$ cat src/rtl/imem_loader_pkg.sv
// Shared definitions for the instruction-memory loader.
//   state_e        : loader FSM states
//   BYTES_PER_WORD : stream bytes per 32-bit instruction word
package imem_loader_pkg;

    localparam int unsigned BYTES_PER_WORD = 4;

    typedef enum logic [2:0] {
        StIdle,
        StLenLo,
        StLenHi,
        StData,
        StCheck,
        StDone,
        StError
    } state_e;

endpackage

$ cat src/rtl/imem_word_packer.sv
// Assembles little-endian 32-bit words from a byte stream and keeps a running XOR.
// Ports:
//   clk, rst    : clock, synchronous active-low reset
//   clear       : restart (clears byte index, partial word and checksum)
//   accept      : byte is consumed this cycle (folded into the checksum)
//   pack        : accepted byte is a data byte (advances the byte index)
//   data        : stream byte
//   word        : assembled word, meaningful while word_valid=1
//   word_valid  : the 4th byte of a word is being accepted this cycle
//   csum        : XOR of all accepted bytes since the last clear
module imem_word_packer
    import imem_loader_pkg::*;
(
    input  logic        clk,
    input  logic        rst,
    input  logic        clear,
    input  logic        accept,
    input  logic        pack,
    input  logic [7:0]  data,
    output logic [31:0] word,
    output logic        word_valid,
    output logic [7:0]  csum
);

    localparam logic [1:0] LastIdx = 2'(BYTES_PER_WORD - 1);

    logic [1:0]  idx_q;
    logic [23:0] low_q;
    logic [7:0]  csum_q;
    logic        take;

    assign take = accept && pack;

    always_ff @(posedge clk) begin
        if (!rst || clear) begin
            idx_q  <= '0;
            low_q  <= '0;
            csum_q <= '0;
        end else begin
            if (accept) begin
                csum_q <= csum_q ^ data;
            end
            if (take) begin
                idx_q <= idx_q + 2'd1;
                unique case (idx_q)
                    2'd0:    low_q[7:0]   <= data;
                    2'd1:    low_q[15:8]  <= data;
                    2'd2:    low_q[23:16] <= data;
                    default: ;  // top byte goes straight out on word
                endcase
            end
        end
    end

    // Word is presented in the same cycle as its last byte; the top registers it.
    assign word       = {data, low_q};
    assign word_valid = take && (idx_q == LastIdx);
    assign csum       = csum_q;

endmodule

$ cat src/rtl/imem_loader.sv
// Loads a length-framed, XOR-checksummed program image from a byte stream into
// instruction memory, holding the core in reset until the image is verified.
// Ports:
//   clk, rst          : clock, synchronous active-low reset
//   start             : pulse, begin/restart a load
//   in_valid/in_ready/in_data : byte-stream handshake
//   imem_we/imem_addr/imem_wdata : instruction-memory write port
//   core_rst, core_enable : core control (released only after a good load)
//   busy, done, error : load status
//   words_loaded      : words written in the current/last load
module imem_loader
    import imem_loader_pkg::*;
#(
    parameter int unsigned ADDR_W = 8,
    parameter int unsigned DEPTH  = 256
) (
    input  logic              clk,
    input  logic              rst,
    input  logic              start,
    input  logic              in_valid,
    output logic              in_ready,
    input  logic [7:0]        in_data,
    output logic              imem_we,
    output logic [ADDR_W-1:0] imem_addr,
    output logic [31:0]       imem_wdata,
    output logic              core_rst,
    output logic              core_enable,
    output logic              busy,
    output logic              done,
    output logic              error,
    output logic [15:0]       words_loaded
);

    localparam logic [16:0] DepthW = 17'(DEPTH);

    state_e              state_q, state_d;
    logic [15:0]         len_q;
    logic [ADDR_W-1:0]   word_idx_q;
    logic [15:0]         words_q;
    logic                we_q;
    logic [ADDR_W-1:0]   addr_q;
    logic [31:0]         wdata_q;

    logic                busy_st;
    logic                fire;
    logic [15:0]         len_full;
    logic                last_word;
    logic [31:0]         word;
    logic                word_valid;
    logic [7:0]          csum;

    assign busy_st  = (state_q == StLenLo) || (state_q == StLenHi) ||
                      (state_q == StData)  || (state_q == StCheck);
    // A start pulse blocks the stream so a concurrent byte is never consumed.
    assign in_ready = busy_st && !start;
    assign fire     = in_valid && in_ready;
    assign len_full = {in_data, len_q[7:0]};
    assign last_word = (words_q + 16'd1) == len_q;

    imem_word_packer u_packer (
        .clk        (clk),
        .rst        (rst),
        .clear      (start),
        .accept     (fire && (state_q != StCheck)),
        .pack       (state_q == StData),
        .data       (in_data),
        .word       (word),
        .word_valid (word_valid),
        .csum       (csum)
    );

    always_comb begin
        state_d = state_q;
        if (start) begin
            state_d = StLenLo;
        end else begin
            unique case (state_q)
                StIdle: ;
                StLenLo: if (fire) state_d = StLenHi;
                StLenHi: begin
                    if (fire) begin
                        if ({1'b0, len_full} > DepthW) state_d = StError;
                        else if (len_full == 16'd0)    state_d = StCheck;
                        else                           state_d = StData;
                    end
                end
                StData: if (word_valid && last_word) state_d = StCheck;
                StCheck: begin
                    if (fire) state_d = (in_data == csum) ? StDone : StError;
                end
                StDone, StError: ;
                default: state_d = StIdle;
            endcase
        end
    end

    always_ff @(posedge clk) begin
        if (!rst) begin
            state_q    <= StIdle;
            len_q      <= '0;
            word_idx_q <= '0;
            words_q    <= '0;
            we_q       <= 1'b0;
            addr_q     <= '0;
            wdata_q    <= '0;
        end else begin
            state_q <= state_d;
            // Write strobe is registered, so a word completed just before a
            // start pulse still reaches memory.
            we_q    <= word_valid;
            if (word_valid) begin
                addr_q  <= word_idx_q;
                wdata_q <= word;
            end
            if (start) begin
                word_idx_q <= '0;
                words_q    <= '0;
            end else if (word_valid) begin
                word_idx_q <= word_idx_q + ADDR_W'(1);
                words_q    <= words_q + 16'd1;
            end
            if (fire && state_q == StLenLo) len_q[7:0]  <= in_data;
            if (fire && state_q == StLenHi) len_q[15:8] <= in_data;
        end
    end

    assign imem_we      = we_q;
    assign imem_addr    = addr_q;
    assign imem_wdata   = wdata_q;
    assign words_loaded = words_q;
    assign busy         = busy_st;
    assign done         = (state_q == StDone);
    assign error        = (state_q == StError);
    assign core_enable  = (state_q == StDone);
    assign core_rst     = (state_q != StDone);

endmodule

$ cat config.mk
export PLATFORM = sky130hd
export DESIGN_NAME = imem_loader
export DESIGN_NICKNAME = d
export VERILOG_FILES = /design/src/rtl/imem_loader_pkg.sv /design/src/rtl/imem_word_packer.sv /design/src/rtl/imem_loader.sv
export SDC_FILE = /design/constraint.sdc
export NUM_CORES = 1
export LEC_CHECK = 0
export ABC_AREA = 1
export BUFFER_PORTS_ARGS = -buffer_cell sky130_fd_sc_hd__buf_4
export CORE_UTILIZATION = 40
export DETAILED_ROUTE_END_ITERATION = 10
export PLACE_DENSITY = 0.69
export SETUP_SLACK_MARGIN = 0.2
export SYNTH_ARGS = -nofsm -noshare
export SYNTH_HDL_FRONTEND = slang
export SYNTH_SLANG_ARGS = --single-unit
$ cat constraint.sdc
create_clock -name clk -period 1.96 [get_ports clk]
set_input_delay 0.294 -clock clk [delete_from_list [all_inputs] [get_ports clk]]
set_output_delay 0.294 -clock clk [all_outputs]
set_load 0.05 [all_outputs]
==> metrics.log <==
[metrics] arrival time at the worst endpoint: ~1.8 ns
[metrics] hold buffer count at cts: 0
[metrics] Post-DP HPWL: approximately 9200 um
[metrics] Static Leak: between 2 and 3 nW
[metrics] Worst Path Max Fanout: 4
[metrics] Setup crit end kind: primary output
[metrics] path type of the worst setup path: flop to primary output
[metrics] FILL cells: between 1000 and 1500
[metrics] io pins: 75
[metrics] Post-Route M1 WL: approximately 6700 um
[metrics] result of the run: finished, violations left
[metrics] IR drop worst, VDD: approximately 640 uV
[metrics] path category of the worst min-delay check: input port to flop
[metrics] metal2 WL: 6520 um
[metrics] number of global-route vias before repair: around 4500
[metrics] max-cap check violation count: 0
[metrics] number of placement rows: 41
[metrics] cell-by-cell trace of the critical path: buf_6 -> nor2_2 -> nand2_4 -> inv_2 -> nor2_4 -> nand2_8 -> inv_6 -> nor2_4 -> buf_6
[metrics] master cell of the clock root buffer: clkbuf_16
[metrics] overall die area: around 13000 um2
[metrics] share of total power in sequential cells: a little over two fifths
[metrics] vias per inst: between 5 and 6
[metrics] CTS tree: done
[metrics] Via Count: 5079
[metrics] final hold violations: 0
[metrics] kind of launch point of the worst setup path: flop
[metrics] final max-slew violation count: 0
[metrics] commonest cells after routing, fill and taps aside: 100 x dfxtp_1, 97 x nand2_1, 90 x buf_4, 83 x nor2_1, 83 x o21ai_0
[metrics] wire length of the first global-routing pass: between 20000 and 25000 um
[metrics] Avg Cell Area, Syn: 7.30 um2
[metrics] CTS H-tree lvls: 4
[metrics] TritonCTS sink count: between 100 and 150
[metrics] Slew HR: 57.9%
[metrics] buffers added on ports: 74
[metrics] register area share after synthesis: 45.5%
[metrics] Remaining DRCs: 0
[metrics] maximum number of pins on one net before global-route repair: 48
[metrics] most frequent standard cell in the layout excluding fill and tap cells: dfxtp_1
[metrics] proportion of power drawn by the clock network: around half
[metrics] total global routing track utilization: 20.6%
[metrics] number of buffers added by the clock tree synthesis step: 17
[metrics] initial antenna violation count: 0
[metrics] worst-case setup margin in the final layout: -0.0927 ns
[metrics] total detailed-routing wirelength: 13900 um
[metrics] gpl congestion: about 0.88
[metrics] remaining global-route overflow: 0
[metrics] DR iter-0 viols: approximately 310
[metrics] die height: 116 um
[metrics] Gate power share: ~5.7%
[metrics] number of failing setup endpoints in the final timing report: 4
[metrics] post-route cell area: between 7000 and 8000 um2
[metrics] synthesized area: 5200 um2
[metrics] Placed Instance Area: approximately 6100 um2
[metrics] signed area change from the synthesized netlist to the final layout: 38.9%
[metrics] horizontal extent of the die: approximately 120 um
[metrics] Tot Pwr: roughly 5.6 mW
[metrics] Yosys Warn Count: 0
[metrics] worst-path cell with the longest stage delay: dfxtp_4
[metrics] fmax: about 490 MHz
[metrics] highest layer used for signal routing: met4
[metrics] clock insertion delay at the later pin of the skew report: approximately 0.4 ns
[metrics] Initial Util: between 40 and 50%
[metrics] Clock Path Buffers: 2
[metrics] non-filler instance count after layout: 992
[metrics] count of nets after finishing: between 800 and 900
[metrics] core area: around 13000 um2
[metrics] switching power total: ~1.3 mW
[metrics] flip-flop and latch count after synthesis: roughly 120
[metrics] ANT cells: 0
[metrics] cell total after placement: between 900 and 1000
[metrics] slowest stage delay, CP: 0.35 ns
[metrics] number of nets with antenna violations after routing: 0
[metrics] time the final worst path needs with I/O delays and setup: 2.05 ns
[metrics] required time at the endpoint of the critical path: roughly 1.7 ns
[metrics] Period Utilization, post-route: 105%
[metrics] count of mapped cells out of synthesis: between 700 and 800
[metrics] Netlist cell types: 35
[metrics] detailed route wirelength on metal3: around 580 um
[metrics] Worst Clk Skew: between 0.007 and 0.008 ns
[metrics] power per unit of standard cell area: 780 nW/um2
[metrics] failing checks: negative setup slack
[metrics] P_int: 4.31 mW
[metrics] synthesized net count: between 700 and 800
[metrics] Util after Layout: 57.2%
[metrics] RSZ-0062 raised after global routing: true
[metrics] detailed-route wire length per cell: around 14 um
[metrics] Final Hold Slack: between 0.2 and 0.25 ns
[metrics] fraction of power spent switching nets: 23.5%
[metrics] Least-Margin Pin Slew: between 0.6 and 0.7 ns
[metrics] share of cells above drive strength 1: between 20% and 30%
[metrics] clk slew on worst S/H paths: ~0.06 ns
[metrics] DRT Pass-1 Iters: 6
-- synthesized netlist by cell type, drive strengths merged --
cell,n,area share [%]
a211oi,4,0.58
a21oi,81,7.8
a31oi,7,0.84
and2,1,0.12
buf,8,0.77
clkbuf,21,1.5
clkinv,3,0.24
dfxtp,118,45
ha,7,1.7
inv,68,4.9
nand2,117,9.1
nand3,40,3.9
nand3b,2,0.29
nand4,12,1.4
nor2,96,7.9
nor3,8,1.1
nor3b,1,0.14
nor4,3,0.36
o21ai,103,9.9
or2,2,0.24
xnor2,1,0.17
xor2,9,1.5
-- registers in the layout, indices dropped and copies added (netlist names) --
register        count
imem_wdata         32
u_packer.low_q     24
len_q              16
words_loaded       16
imem_addr           8
u_packer.csum       8
word_idx_q          8
state_q             3
u_packer.idx_q      2
imem_we             1
-- cell type report --
type	instances	area, um2	share of cell area, %
clock inverter	11	101	1.40
multi-input combinational	497	2870	39.7
tap	172	215	2.98
sequential	118	2420	33.5
timing repair buffer	103	847	11.7
inverter	71	312	4.32
clock buffer	20	457	6.33
-- metal layers --
layer / vias up / GRT usage, %
li1: 2580 / -
met1: 2360 / 27.1
met2: 127 / 32.7
met3: 12 / 5.18
met4: 0 / 7.69
met5: - / 0
-- power by group through the flow --
stage | Combinational, mW | Sequential, mW | Clock (mW)
after detailed placement | 0.243 | 2.45 | 0
after CTS | 0.260 | 2.40 | 2.96
after global placement | 0.244 | 2.45 | 0
after floorplan | 0.146 | 2.45 | 0
after global routing | 0.346 | 2.40 | 3.06
final | 0.320 | 2.40 | 2.91
-- through the flow --
step	setup slack [ns]	TNS (ns)
global placement	-0.0302	-0.0302
detailed placement	-0.0370	-0.0370
CTS	-0.0292	-0.0368
global route	-0.258	-0.939
floorplan	0.0351	0
finish	-0.0927	-0.287
-- cell families after synthesis --
family          share of synthesized area (%)
simple gates                             24.6
buf+inv                                  7.44
compound gates                           19.1
flops                                    45.5
xor+xnor                                 1.69
fa+ha+maj                                1.69
-- worst paths after layout --
kind / from / end / slack, ns / cells after the start
worst max-delay path: state_q[0] / in_ready / -0.09 / 9
worst min register to register: u_packer.low_q[19] / imem_wdata[19] / 0.46 / 2
worst min-delay path: in_data[0] / len_q[0] / 0.21 / 3
worst max register to register: words_loaded[0] / state_q[1] / -0.07 / 16
-- repair_timing --
| action | CTS | global route |
|---|---|---|
| cloned | 0 | 3 |
| pin swaps | 17 | 30 |
| resized for setup | 29 | 74 |
| endpoints found under the setup margin | 43 | 99 |
| setup buffers | 2 | 15 |
-- critical path, delay by kind of cell, from the launching register on --
| family | cells | cell delay [ns] |
|---|---|---|
| and+or+nand+nor | 5 | 0.55 |
| buffers and inverters | 4 | 0.45 |
| DFF | 1 | 0.35 |
No activity file was read; power rests on OpenSTA's default activity.
